[config.mk]
export PLATFORM = sky130hd
export DESIGN_NAME = bcd_down_counter
export DESIGN_NICKNAME = d
export VERILOG_FILES = /design/src/rtl/bcd_pkg.sv /design/src/rtl/bcd_digit_down.sv /design/src/rtl/bcd_down_counter.sv
export SDC_FILE = /design/constraint.sdc
export NUM_CORES = 1
export LEC_CHECK = 0
export CAP_MARGIN = 15
export CORE_MARGIN = 8
export CORE_UTILIZATION = 44
export DETAILED_ROUTE_END_ITERATION = 12
export PLACE_DENSITY = 0.86
export SLEW_MARGIN = 10
export SYNTH_ARGS = -nofsm -noshare
export SYNTH_HDL_FRONTEND = slang
export SYNTH_SLANG_ARGS = --single-unit
[constraint.sdc]
create_clock -name CLK -period 4.1 [get_ports CLK]
set_clock_uncertainty 0.2 [all_clocks]
set_input_delay 0.82 -clock CLK [delete_from_list [all_inputs] [get_ports CLK]]
set_output_delay 0.82 -clock CLK [all_outputs]
set_load 0.01 [all_outputs]
[src/rtl/bcd_pkg.sv]
// Shared BCD digit type, digit limits and helpers for the BCD down-counter.
package bcd_pkg;

  typedef logic [3:0] bcd_digit_t;

  localparam bcd_digit_t BCD_MAX  = 4'd9;
  localparam bcd_digit_t BCD_ZERO = 4'd0;

  // A wrap value is usable only if both nibbles are legal decimal digits.
  function automatic bit wrap_val_ok(input logic [7:0] val);
    return (val[7:4] <= BCD_MAX) && (val[3:0] <= BCD_MAX);
  endfunction

  function automatic bcd_digit_t clamp_digit(input bcd_digit_t d);
    return (d > BCD_MAX) ? BCD_MAX : d;
  endfunction

endpackage

[src/rtl/bcd_digit_down.sv]
// One decade down-counter: load with clamp, enable-driven decrement, borrow-out.
module bcd_digit_down
  import bcd_pkg::*;
(
  input  logic       clk_i,
  input  logic       rst_ni,
  input  logic       load_i,
  input  bcd_digit_t load_val_i,
  input  logic       en_i,
  output bcd_digit_t q_o,
  output logic       bo_o
);

  bcd_digit_t digit_q, digit_d;

  // Zero and any illegal code both roll to 9, so a corrupted digit self-heals.
  always_comb begin
    digit_d = digit_q;
    if (load_i) begin
      digit_d = clamp_digit(load_val_i);
    end else if (en_i) begin
      if ((digit_q == BCD_ZERO) || (digit_q > BCD_MAX)) begin
        digit_d = BCD_MAX;
      end else begin
        digit_d = digit_q - 4'd1;
      end
    end
  end

  always_ff @(posedge clk_i or negedge rst_ni) begin
    if (!rst_ni) begin
      digit_q <= BCD_ZERO;
    end else begin
      digit_q <= digit_d;
    end
  end

  assign q_o  = digit_q;
  assign bo_o = en_i & (digit_q == BCD_ZERO);

endmodule

[src/rtl/bcd_down_counter.sv]
// Two-digit cascadable BCD down-counter with 74160-style enables, borrow outputs
// and a one-cycle DONE pulse when the count reaches 00.
module bcd_down_counter
  import bcd_pkg::*;
#(
  parameter logic [7:0] WRAP_VAL    = 8'h20,
  parameter bit         AUTO_RELOAD = 1'b1
) (
  input  logic       CLK,
  input  logic       CLR_N,
  input  logic       LOAD,
  input  logic [3:0] DATA0,
  input  logic [3:0] DATA1,
  input  logic       ENP,
  input  logic       ENT,
  output logic [3:0] Q0,
  output logic [3:0] Q1,
  output logic [7:0] Q,
  output logic       BO1,
  output logic       BO2,
  output logic       DONE
);

  if (!wrap_val_ok(WRAP_VAL)) begin : gBadWrapVal
    $error("bcd_down_counter: WRAP_VAL nibbles must each be <= 9");
  end

  bcd_digit_t clamp1, clamp0;
  bcd_digit_t ones, tens;
  logic [7:0] clampVal, loadVal, digitVal;
  logic       cnt, atZero, holdStop;
  logic       onesEn, onesBo, tensBo, digitLoad;
  logic       done_q, done_d;

  // BCD digits order like binary, so a plain magnitude compare limits the load.
  assign clamp1   = clamp_digit(DATA1);
  assign clamp0   = clamp_digit(DATA0);
  assign clampVal = {clamp1, clamp0};
  assign loadVal  = (clampVal > WRAP_VAL) ? WRAP_VAL : clampVal;

  assign cnt      = ENP & ENT & ~LOAD;
  assign atZero   = ({tens, ones} == 8'h00);
  assign holdStop = ~AUTO_RELOAD & atZero;
  assign onesEn   = cnt & ~holdStop;

  // A borrow out of the tens digit is the terminal count; it reloads WRAP_VAL
  // through the digits' load path, which overrides their own decrement.
  assign digitLoad = LOAD | tensBo;
  assign digitVal  = LOAD ? loadVal : WRAP_VAL;

  bcd_digit_down uOnes (
    .clk_i      (CLK),
    .rst_ni     (CLR_N),
    .load_i     (digitLoad),
    .load_val_i (digitVal[3:0]),
    .en_i       (onesEn),
    .q_o        (ones),
    .bo_o       (onesBo)
  );

  bcd_digit_down uTens (
    .clk_i      (CLK),
    .rst_ni     (CLR_N),
    .load_i     (digitLoad),
    .load_val_i (digitVal[7:4]),
    .en_i       (onesBo),
    .q_o        (tens),
    .bo_o       (tensBo)
  );

  assign done_d = cnt & ({tens, ones} == 8'h01);

  always_ff @(posedge CLK or negedge CLR_N) begin
    if (!CLR_N) begin
      done_q <= 1'b0;
    end else begin
      done_q <= done_d;
    end
  end

  assign Q0   = ones;
  assign Q1   = tens;
  assign Q    = {tens, ones};
  assign BO1  = ENT & (ones == BCD_ZERO);
  assign BO2  = ENT & atZero;
  assign DONE = done_q;

endmodule

# Word-level counts from Yosys, hierarchy flattened
# Cells that the tools add are included.
[totals] register_bits=9 elab_cells=41 output_inout_bits=19
[op_classes] reduce_logical=7 bitwise_logic=9 magnitude_cmp=7 eq_ne=1 add_sub_neg=2 muxes=12
[ops] operator="$mux 4" count=10
[ops] operator="$gt 4x4->1 const B" count=6
[ops] operator="$mux 8" count=2
[ops] operator="$eq 8x1->1 const B" count=1
[ops] operator="$gt 8x6->1 const B" count=1
[ops] operator="$logic_not 4->1" count=2
[ops] operator="$logic_not 8->1" count=1
[ops] operator="$sub 4x1->4 const B" count=2
[ops] operator="$and 1x1->1" count=7
[ops] operator="$reduce_bool 2->1" count=2
[ops] operator="$logic_or 1x1->1" count=2
[ops] operator="$not 1->1" count=1
[ops] operator="$or 1x1->1" count=1

# Logic depth before layout (Yosys ltp)
# Gate-level depths: netlist (run 1).
[logic_depth] ltp_word=8 depth_mapped=6 mapped_depth_nobuf=6

# Hierarchy
# A second synthesis (run 1) with hierarchy kept.
[hier_totals] cells_unflattened=94 hier_area_um2=832.0
[modules_own_cells] mod="bcd_digit_down" n_inst=2 area_each_um2=310.3 seq_area_each_um2=100.1 cells_per_inst=33
[modules_own_cells] mod="bcd_down_counter" n_inst=1 area_each_um2=211.5 seq_area_each_um2=25.0 cells_per_inst=28

# Worst setup path before layout (run 1)
# Ideal clock, no wire load.
[synth_path] kind="flip-flop to output port" from="reg uOnes.digit_q[0], in the netlist uOnes.q_o[0]" to="out BO2" setup_slack_ns=1.828 n_path_buf=0 required_ns=3.080 t_arrival_ns=1.252 path_stages_with_launch=5 path_cell_list="dfrtp_1 -> inv_1 -> ha_1 -> nor3b_4 -> and3_2"
[synth_between] elab_chain_cells=2
[synth_rtl] element="start, declared" line_no="bcd_digit_down.sv:14" rtl="bcd_digit_t digit_q, digit_d;"
[synth_rtl] element="start signal, assigned" line_no="bcd_digit_down.sv:34" rtl="digit_q <= digit_d;"
[synth_rtl] element="$logic_not 8->1" line_no="bcd_down_counter.sv:42" rtl="assign atZero = ({tens, ones} == 8'h00);"
[synth_rtl] element="$and 1x1->1" line_no="bcd_down_counter.sv:85" rtl="assign BO2 = ENT & atZero;"
[synth_rtl] element="end, declared" line_no="bcd_down_counter.sv:20" rtl="output logic BO2,"
# Every way passes these cells.

# Worst setup path in the final report (run 1)
# Ends and elaborated chain as after synthesis.

==> reports/results.txt, run 1 <==
CP endpoint kind: output pin
Residual DRC count: 0
Crit Path Category: reg2out
Vias: 713
RSZ-0062 raised after global routing: no
Fin nets: 126
CTS buffer count: 3
Top_reg_cell synth: dfrtp_1
Site Rows: 15
Power per cell area: 282 nW/µm²
Outcome: finished clean
Yosys warning count: 0
Chip width: 57.2 µm
Vias in the first global route: 697
Die Height: 57.2 µm
Delay-heaviest family, CP: buffers and inverters
Final Hold Fails: 0
EDFF count, synth: 0
# IOs: 32
Initial core utilization: 45.2%
Area grow syn2layout: 39.3%
Port bufs: 31
Minimum clock period: 3.16 ns
DR pass1 iterations: 4
Setup TNS: 0 ns
Crit path buf inv count: 2
Wirelength per Cell: 15.3 µm
LEAKAGE: 0.425 nW
Sequential power share: 37.0%
Postcts setup bufs: 0
CTS tree: yes
Setup-failing EPs final: 0
Cell chosen for the clock root: clkbuf_4
Detailed Route WL: 1900 µm
Via/cell ratio: 5.75
Clock Path Buffers: 2
Slowest stage delay, CP: 0.53 ns
Inserted Diodes: 0
Combinational power share: 38.7%
Routability cong.: 0.800
Power Internal: 0.000196 W
Worst reg2reg path depth: 6
Crit path launch type: flip-flop
Fillers: 149
Clk slew on worst S/H paths: 0.06 ns
Final period util: 77.1%
Sw Pwr: 0.0000975 W
Syn nets: 99
Critical path peak fanout: 6
Clock power share: 24.4%
Total Die Area: 3270 µm²
CTS resizes: 0
Core footprint: 1650 µm²
Cell variety after synth: 36
Fin Hold WS: 0.440 ns
Setup slack, reg-to-reg: 2.02 ns
Switching share of power: 33.3%
Hold Path Depth: 2
Htree depth: 1
Largest net degree at the start of global routing: 11
Slowest cell on crit path: clkdlybuf4s50_1
Hold Path End: uTens.q_o[0]
RR Endpoint: uTens.q_o[1]
First-pass GRT wire length: 3160 µm
Remaining antenna violation count: 0
Clk sink count: 9
Overflow after GRT: 0
Initial antenna violation count: 0
DRT iter0 DRCs: 17
Clk Latency, worst-skew pair: 0.27 ns
Worst-path cell chain: inv_1 > ha_1 > nor3b_4 > and3_2 > clkdlybuf4s50_1
Cell count after synthesis: 81
Type of the worst min-delay path: reg2reg
Max-slew violation count: 0
Worst EP arrival: 2.14 ns
WP data required: 3.08 ns
Total GRT Usage: 11.7%
Worst slew pin tran: 0.468 ns
Peak supply drop: 0.000197 V
Register area: 225 µm²
Hold Path Origin: uTens.q_o[0]
HPWL Detailed: 1520 µm
Max Fclk: 316 MHz
# hold bufs at CTS: 0
Post-synthesis sequential element count: 9
Area of the multi-input gates: 433 µm²
Syn Area/Cell: 9.21 µm²
Critical R2R Launch: uOnes.q_o[0]
Sequential fraction of the synthesis area: 30.2%
Syn Std Cell Area: 746 µm²
Async set-reset flop share out of synthesis: 100%
Share of cells above drive strength 1: 13.1%
Slew HR: 68.7%
Max Cap Viol: 0
==> worst max path at each step <==
stage / depth (start not counted) / startpoint / endpoint / slack (ns)
after global routing: 5 / uOnes.q_o[0] / BO2 / 0.80
after CTS: 5 / uOnes.q_o[0] / BO2 / 0.94
final: 5 / uOnes.q_o[0] / BO2 / 0.94
after floorplan: 4 / uOnes.q_o[0] / BO2 / 1.83
after global placement: 3 / ENT / BO2 / 1.07
after detailed placement: 3 / ENT / BO2 / 1.05
==> worst min-delay path, stage by stage (launching register included) <==
cell and delay (ns):
dfrtp_1 0.43, a32oi_1 0.12, o31ai_1 0.06
==> per-layer routing <==
metal / up-vias / part of all wire, % / track usage (%) / routed length (µm)
met3: 5 / 6.0 / 3.33 / 115
met4: 0 / 2.2 / 6.04 / 41
met5: - / 0 / 0 / 0
met1: 342 / 43 / 14.0 / 823
li1: 337 / - / - / -
met2: 29 / 48 / 18.3 / 922
==> synth_stat cells (2+ instances only) <==
cell,number,area share [%]
dfrtp_1,9,30
buf_4,8,8.1
o21ai_0,7,4.7
inv_1,6,3.0
nand2_1,6,3.0
ha_1,5,8.4
a21oi_1,4,2.7
nor3_1,3,2.0
o21bai_1,3,3.0
a32oi_1,2,2.3
and2_2,2,2.0
nor2b_1,2,1.7
==> flip-flops by register name (all words and copies together), names as in the netlist <==
register	cells
uOnes.q_o	4
DONE	1
uTens.q_o	4
==> placed cells by master (no fill, tap or decap), types with 2 or more instances in the layout <==
cell and count:
ha_1 5, o21bai_1 3, clkbuf_4 3, nor3_1 3, and2_2 2, nand2_1 6
dfrtp_1 9, nor2b_1 2, o21ai_0 7, a32oi_1 2, inv_1 6, clkdlybuf4s50_1 31
a21oi_1 4
==> final cells by class <==
cell class	count	area share (%)
multi-input combinational	57	41.7
clock buffer	4	2.53
inverter	6	2.17
timing repair buffer	31	29.9
sequential	9	21.7
tap	17	2.05
==> stage by stage <==
stage | setup slack, ns | instances | power (W) | cell area [µm²] | utilization (%)
floorplan | 1.83 | 81 | 0.000174 | 746 | -
global placement | 1.07 | 120 | 0.000219 | 1010 | 61.3
detailed placement | 1.05 | 120 | 0.000223 | 1010 | 61.3
CTS | 0.943 | 124 | 0.000295 | 1040 | 62.9
global route | 0.795 | 124 | 0.000312 | 1040 | 62.9
finish | 0.937 | 124 | 0.000293 | 1040 | 62.9
==> cells by family (layout without fill, tap and decap cells) <==
kind of cell | count (synthesis) | count (layout) | share of synthesized area, %
AOI/OAI and AO/OA | 25 | 25 | 22.8
and+or+nand+nor | 25 | 25 | 24.2
buffers and inverters | 15 | 41 | 11.7
DFF | 9 | 9 | 30.2
adders and majority gates | 5 | 5 | 8.39
xor gates and xnor gates | 1 | 1 | 1.17
muxes | 1 | 1 | 1.51
==> power by group through the flow <==
stage / combinational, W / clock, W / sequential [W]
2_1_floorplan: 0.0000636 / 0 / 0.000111
3_3_place_gp: 0.000110 / 0 / 0.000109
3_5_place_dp: 0.000114 / 0 / 0.000110
4_1_cts: 0.000114 / 0.0000733 / 0.000108
5_1_grt: 0.000123 / 0.0000793 / 0.000110
6_report: 0.000113 / 0.0000715 / 0.000108
(Power assumes the default switching activity.)
==> run 2, diff against run 1 <==
--- a/config.mk
+++ b/config.mk
@@ -7,9 +7,9 @@
 export LEC_CHECK = 0
 export CAP_MARGIN = 15
 export CORE_MARGIN = 8
-export CORE_UTILIZATION = 44
+export CORE_UTILIZATION = 41
 export DETAILED_ROUTE_END_ITERATION = 12
-export PLACE_DENSITY = 0.86
+export PLACE_DENSITY = 0.81
 export SLEW_MARGIN = 10
 export SYNTH_ARGS = -nofsm -noshare
 export SYNTH_HDL_FRONTEND = slang
==> constraint.sdc (replaced) <==
create_clock -name CLK -period 3.1 [get_ports CLK]
set_clock_uncertainty 0.2 [all_clocks]
set_input_delay 0.62 -clock CLK [delete_from_list [all_inputs] [get_ports CLK]]
set_output_delay 0.62 -clock CLK [all_outputs]
set_load 0.01 [all_outputs]
==> reports/results.txt, run 2 (synthesized netlist as in run 1, its figures left out) <==
Worst-path cell chain: inv_1 > ha_1 > nor3b_4 > and3_2 > clkdlybuf4s50_1 (unchanged)
Commonest non-fill, non-tap cell in the layout: clkdlybuf4s50_1 (unchanged)
# IOs: 32 (unchanged)
Via/cell ratio: 5.31 (was 5.75)
Postcts setup bufs: 0 (unchanged)
Delay-heaviest family, CP: buffers and inverters (unchanged)
Uppermost layer routed: met4 (unchanged)
Wirelength per Cell: 14.6 µm (was 15.3 µm)
Overflow after GRT: 0 (unchanged)
Slowest stage delay, CP: 0.53 ns (about the same)
Worst slew pin tran: 0.456 ns (was 0.468 ns)
Setup TNS: 0 ns (unchanged)
DR pass1 iterations: 4 (unchanged)
Detailed Route WL: 1920 µm (was 1900 µm)
Port bufs: 31 (unchanged)
Worst reg2reg path depth: 6 (unchanged)
Slowest cell on crit path: clkdlybuf4s50_1 (unchanged)
Power per cell area: 369 nW/µm² (was 282 nW/µm²)
CTS resizes: 0 (unchanged)
Initial antenna violation count: 0 (unchanged)
Clk sink count: 9 (unchanged)
Core footprint: 1730 µm² (was 1650 µm²)
Max Cap Viol: 0 (unchanged)
Worst EP arrival: 2.09 ns (was 2.14 ns)
Crit path depth: 5 (unchanged)
LEAKAGE: 0.425 nW (unchanged)
Type of the worst min-delay path: reg2reg (unchanged)
First-pass GRT wire length: 3040 µm (was 3160 µm)
Chip width: 58.6 µm (was 57.2 µm)
Outcome: finished clean (unchanged)
DRT iter0 DRCs: 17 (unchanged)
CTS buffer count: 3 (unchanged)
Largest net degree at the start of global routing: 11 (unchanged)
Routability cong.: 0.794 (was 0.800)
Max-slew violation count: 0 (unchanged)
Fin nets: 126 (unchanged)
Vias: 701 (was 713)
# hold bufs at CTS: 0 (unchanged)
Htree depth: 1 (unchanged)
Peak supply drop: 0.000244 V (was 0.000197 V)
WP data required: 2.28 ns (was 3.08 ns)
Inserted Diodes: 0 (unchanged)
Clk slew on worst S/H paths: 0.07 ns (was 0.06 ns)
Share of cells above drive strength 1: 13.1% (unchanged)
Critical path peak fanout: 6 (unchanged)
Remaining antenna violation count: 0 (unchanged)
Die Height: 58.6 µm (was 57.2 µm)
Max Fclk: 344 MHz
Site Rows: 15 (unchanged)
DR WL met3: 104 µm (was 115 µm)
Residual DRC count: 0 (unchanged)
Setup-failing EPs final: 0 (unchanged)
Hold Path Depth: 2 (unchanged)
Vias in the first global route: 681 (was 697)
Clk Latency, worst-skew pair: 0.26 ns (was 0.27 ns)
Final Hold Fails: 0 (unchanged)
Clock Path Buffers: 2 (unchanged)
M1 WL: 904 µm (was 823 µm)
Power Total: 0.000386 W (was 0.000293 W)
HPWL Detailed: 1530 µm (was 1520 µm)
Total Die Area: 3440 µm² (was 3270 µm²)
Total GRT Usage: 11.1% (was 11.7%)
Met2 wire length: 886 µm (was 922 µm)
Final period util: 93.8%
CP endpoint kind: output pin (unchanged)
CTS tree: yes (unchanged)
Slew HR: 69.5% (was 68.7%)
Minimum clock period: 2.91 ns
Fillers: 150 (was 149)
Cell chosen for the clock root: clkbuf_4 (unchanged)
Commonest cells after routing, fill and taps aside: clkdlybuf4s50_1 (31), dfrtp_1 (9), o21ai_0 (7) (unchanged)
Crit Path Category: reg2out (unchanged)
Initial core utilization: 43.2% (was 45.2%)
Area grow syn2layout: 40.6% (was 39.3%)
RSZ-0062 raised after global routing: no (unchanged)
Crit path buf inv count: 2 (unchanged)
Crit path launch type: flip-flop (unchanged)
## run 2: cell counts in the layout (fill, tap and decap cells not counted)
No cell type changed its count.
## run 2: metal layers
layer  track usage [%]  up-vias
met5                 0        -
met4              6.83        0
met3              1.52        4
met2              17.5       29
met1              14.0      331
li1                  -      337
## run 2: where the power goes
| part | total, W | internal [W] | leakage, nW | switching (W) |
|---|---|---|---|---|
| Clock | 0.0000936 | 0.0000497 | 0.0150 | 0.0000439 |
| Combinational | 0.000149 | 0.0000825 | 0.292 | 0.0000668 |
| Sequential | 0.000143 | 0.000126 | 0.118 | 0.0000171 |
| Total | 0.000386 | 0.000259 | 0.425 | 0.000128 |
## run 2: metrics by stage
step / instance area [µm²] / hold slack [ns] / utilization (%) / cells / setup WS (ns)
final: 1050 / 0.434 / 60.7 / 132 / 0.191
after global routing: 1050 / 0.457 / 60.7 / 132 / 0.0707
after CTS: 1050 / 0.438 / 60.7 / 132 / 0.188
after detailed placement: 1020 / 0.429 / 59.2 / 128 / 0.455
after global placement: 1020 / 0.404 / 59.2 / 128 / 0.473
after floorplan: 746 / 0.124 / - / 81 / 1.03
## run 2: final timing paths
check | startpoint | end | slack [ns]
max in group asynchronous | CLR_N | uOnes.q_o[3] | 1.94
setup reg to reg | uOnes.q_o[0] | uTens.q_o[1] | 1.07
setup / recovery | uOnes.q_o[0] | BO2 | 0.19
hold / removal | uTens.q_o[3] | uTens.q_o[3] | 0.43
hold reg to reg | uTens.q_o[3] | uTens.q_o[3] | 0.43
min in group asynchronous | CLR_N | uOnes.q_o[2] | 0.46
## run 2: worst min-delay path, delay by kind of cell (launching register included)
kind                   cells  cell delay, ns
AOI/OAI and AO/OA          1            0.06
buffers and inverters      1            0.10
DFF                        1            0.44
## run 2: final cells by class
cell class | instances | area [µm²] | area share (%)
multi-input cells | 57 | 433 | 41.3
repair buffers | 31 | 310 | 29.6
flip-flops and latches | 9 | 225 | 21.5
well taps | 25 | 31.3 | 2.98
clock buffers | 4 | 26.3 | 2.51
inverters | 6 | 22.5 | 2.15
==> run 3, diff against run 2 <==
--- a/config.mk
+++ b/config.mk
@@ -9,7 +9,7 @@
 export CORE_MARGIN = 8
 export CORE_UTILIZATION = 41
 export DETAILED_ROUTE_END_ITERATION = 12
-export PLACE_DENSITY = 0.81
+export PLACE_DENSITY = 0.78
 export SLEW_MARGIN = 10
 export SYNTH_ARGS = -nofsm -noshare
 export SYNTH_HDL_FRONTEND = slang
==> reports/results.txt, run 3 (synthesized netlist as in run 1, its figures left out) <==
LEAKAGE: 0.430 nW (was 0.425 nW)
Type of the worst min-delay path: reg2reg (unchanged)
Worst slew pin tran: 0.479 ns (was 0.456 ns)
Clock Path Buffers: 2 (unchanged)
Crit Path Category: reg2out (unchanged)
Total GRT Usage: 11.2% (was 11.1%)
First-pass GRT wire length: 3080 µm (was 3040 µm)
DRT iter0 DRCs: 11 (was 17)
Max Fclk: 344 MHz (about the same)
CTS resizes: 0 (unchanged)
Clk Latency, worst-skew pair: 0.26 ns (about the same)
Site Rows: 15 (unchanged)
Residual DRC count: 0 (unchanged)
Peak supply drop: 0.000189 V (was 0.000244 V)
Crit path launch type: flip-flop (unchanged)
Largest net degree at the start of global routing: 11 (unchanged)
HPWL Detailed: 1480 µm (was 1530 µm)
# hold bufs at CTS: 0 (unchanged)
CTS tree: yes (unchanged)
Setup-failing EPs final: 0 (unchanged)
Slowest cell on crit path: clkdlybuf4s50_1 (unchanged)
Max-slew violation count: 0 (unchanged)
Worst EP arrival: 2.09 ns (about the same)
Initial antenna violation count: 0 (unchanged)
Cell chosen for the clock root: clkbuf_4 (unchanged)
WP data required: 2.28 ns (about the same)
Vias in the first global route: 686 (was 681)
Port bufs: 31 (unchanged)
Final Hold Fails: 0 (unchanged)
Inserted Diodes: 0 (unchanged)
Overflow after GRT: 0 (unchanged)
Via/cell ratio: 5.21 (was 5.31)
Htree depth: 1 (unchanged)
Chip width: 58.6 µm (unchanged)
Postcts setup bufs: 0 (unchanged)
Share of cells above drive strength 1: 13.9% (was 13.1%)
Worst slack at placement: 0.445 ns (was 0.455 ns)
Dpl cells: 129 (was 128)
Final worst slack: 0.193 ns (was 0.191 ns)
Critical path peak fanout: 6 (unchanged)
Wirelength per Cell: 13.8 µm (was 14.6 µm)
Detailed Route WL: 1830 µm (was 1920 µm)
Setup TNS: 0 ns (unchanged)
Core footprint: 1730 µm² (unchanged)
Minimum clock period: 2.91 ns (about the same)
Commonest non-fill, non-tap cell in the layout: clkdlybuf4s50_1 (unchanged)
CP endpoint kind: output pin (unchanged)
Worst-path cell chain: inv_1 > ha_1 > nor3b_4 > and3_2 > clkdlybuf4s50_1 (unchanged)
Routability cong.: 0.773 (was 0.794)
# IOs: 32 (unchanged)
Fin nets: 127 (was 126)
Finished Core Util: 61.2% (was 60.7%)
Max Cap Viol: 0 (unchanged)
Remaining antenna violation count: 0 (unchanged)
Vias: 693 (was 701)
Final period util: 93.8% (about the same)
DR pass1 iterations: 4 (unchanged)
CTS buffer count: 3 (unchanged)
Slew HR: 68.0% (was 69.5%)
Die Height: 58.6 µm (unchanged)
Commonest cells after routing, fill and taps aside: clkdlybuf4s50_1 (31), dfrtp_1 (9), o21ai_0 (7) (unchanged)
Fillers: 169 (was 150)
Area grow syn2layout: 41.6% (was 40.6%)
Area of the multi-input gates: 433 µm² (unchanged)
Slowest stage delay, CP: 0.53 ns (about the same)
Non-filler cells, final: 133 (was 132)
Clk sink count: 9 (unchanged)
Outcome: finished clean (unchanged)
RSZ-0062 raised after global routing: no (unchanged)
Power per cell area: 364 nW/µm² (was 369 nW/µm²)
Initial core utilization: 43.2% (unchanged)
Clk slew on worst S/H paths: 0.07 ns (about the same)
Total Die Area: 3440 µm² (unchanged)
Register area: 225 µm² (unchanged)
[run 3: per-stage QoR]
| step | hold WS [ns] | area [µm²] | power, W |
|---|---|---|---|
| after floorplan | 0.124 | 746 | 0.000231 |
| after global placement | 0.401 | 1030 | 0.000292 |
| after detailed placement | 0.421 | 1030 | 0.000295 |
| final | 0.428 | 1060 | 0.000385 |
| after global routing | 0.475 | 1060 | 0.000411 |
| after CTS | 0.433 | 1060 | 0.000389 |
[run 3: worst paths after layout]
kind,start,end,slack [ns],depth (start not counted)
setup / recovery,uOnes.q_o[0],BO2,0.19,5
hold / removal,uTens.q_o[3],uTens.q_o[3],0.43,2
setup reg to reg,uOnes.q_o[0],uTens.q_o[1],1.05,6
hold reg to reg,uTens.q_o[3],uTens.q_o[3],0.43,2
max in group asynchronous,CLR_N,uOnes.q_o[2],1.89,1
min in group asynchronous,CLR_N,uOnes.q_o[3],0.48,1
[run 3: metal layers]
layer	vias up	track usage, %	share of wire (%)
met3	2	3.48	7.5
li1	345	-	-
met4	0	5.46	1.4
met2	28	18.7	46
met1	318	12.5	45
met5	-	0	0
[run 3: worst max-delay path, delay by kind of cell (launching register included)]
kind	cells	cell delay (ns)
simple gates	2	0.56
fa+ha+maj	1	0.21
flops	1	0.42
buf+inv	2	0.64
[run 3: where the power goes]
| group | total, W | internal [W] | switching [W] |
|---|---|---|---|
| logic | 0.000149 | 0.0000831 | 0.0000660 |
| clock network | 0.0000928 | 0.0000496 | 0.0000432 |
| registers | 0.000143 | 0.000126 | 0.0000164 |
[run 3: cell type report]
| cell class | instances | area share [%] |
|---|---|---|
| well taps | 25 | 2.96 |
| repair buffers | 32 | 30.1 |
| flip-flops and latches | 9 | 21.3 |
| multi-input cells | 57 | 41.0 |
| inverters | 6 | 2.13 |
| clock buffers | 4 | 2.49 |
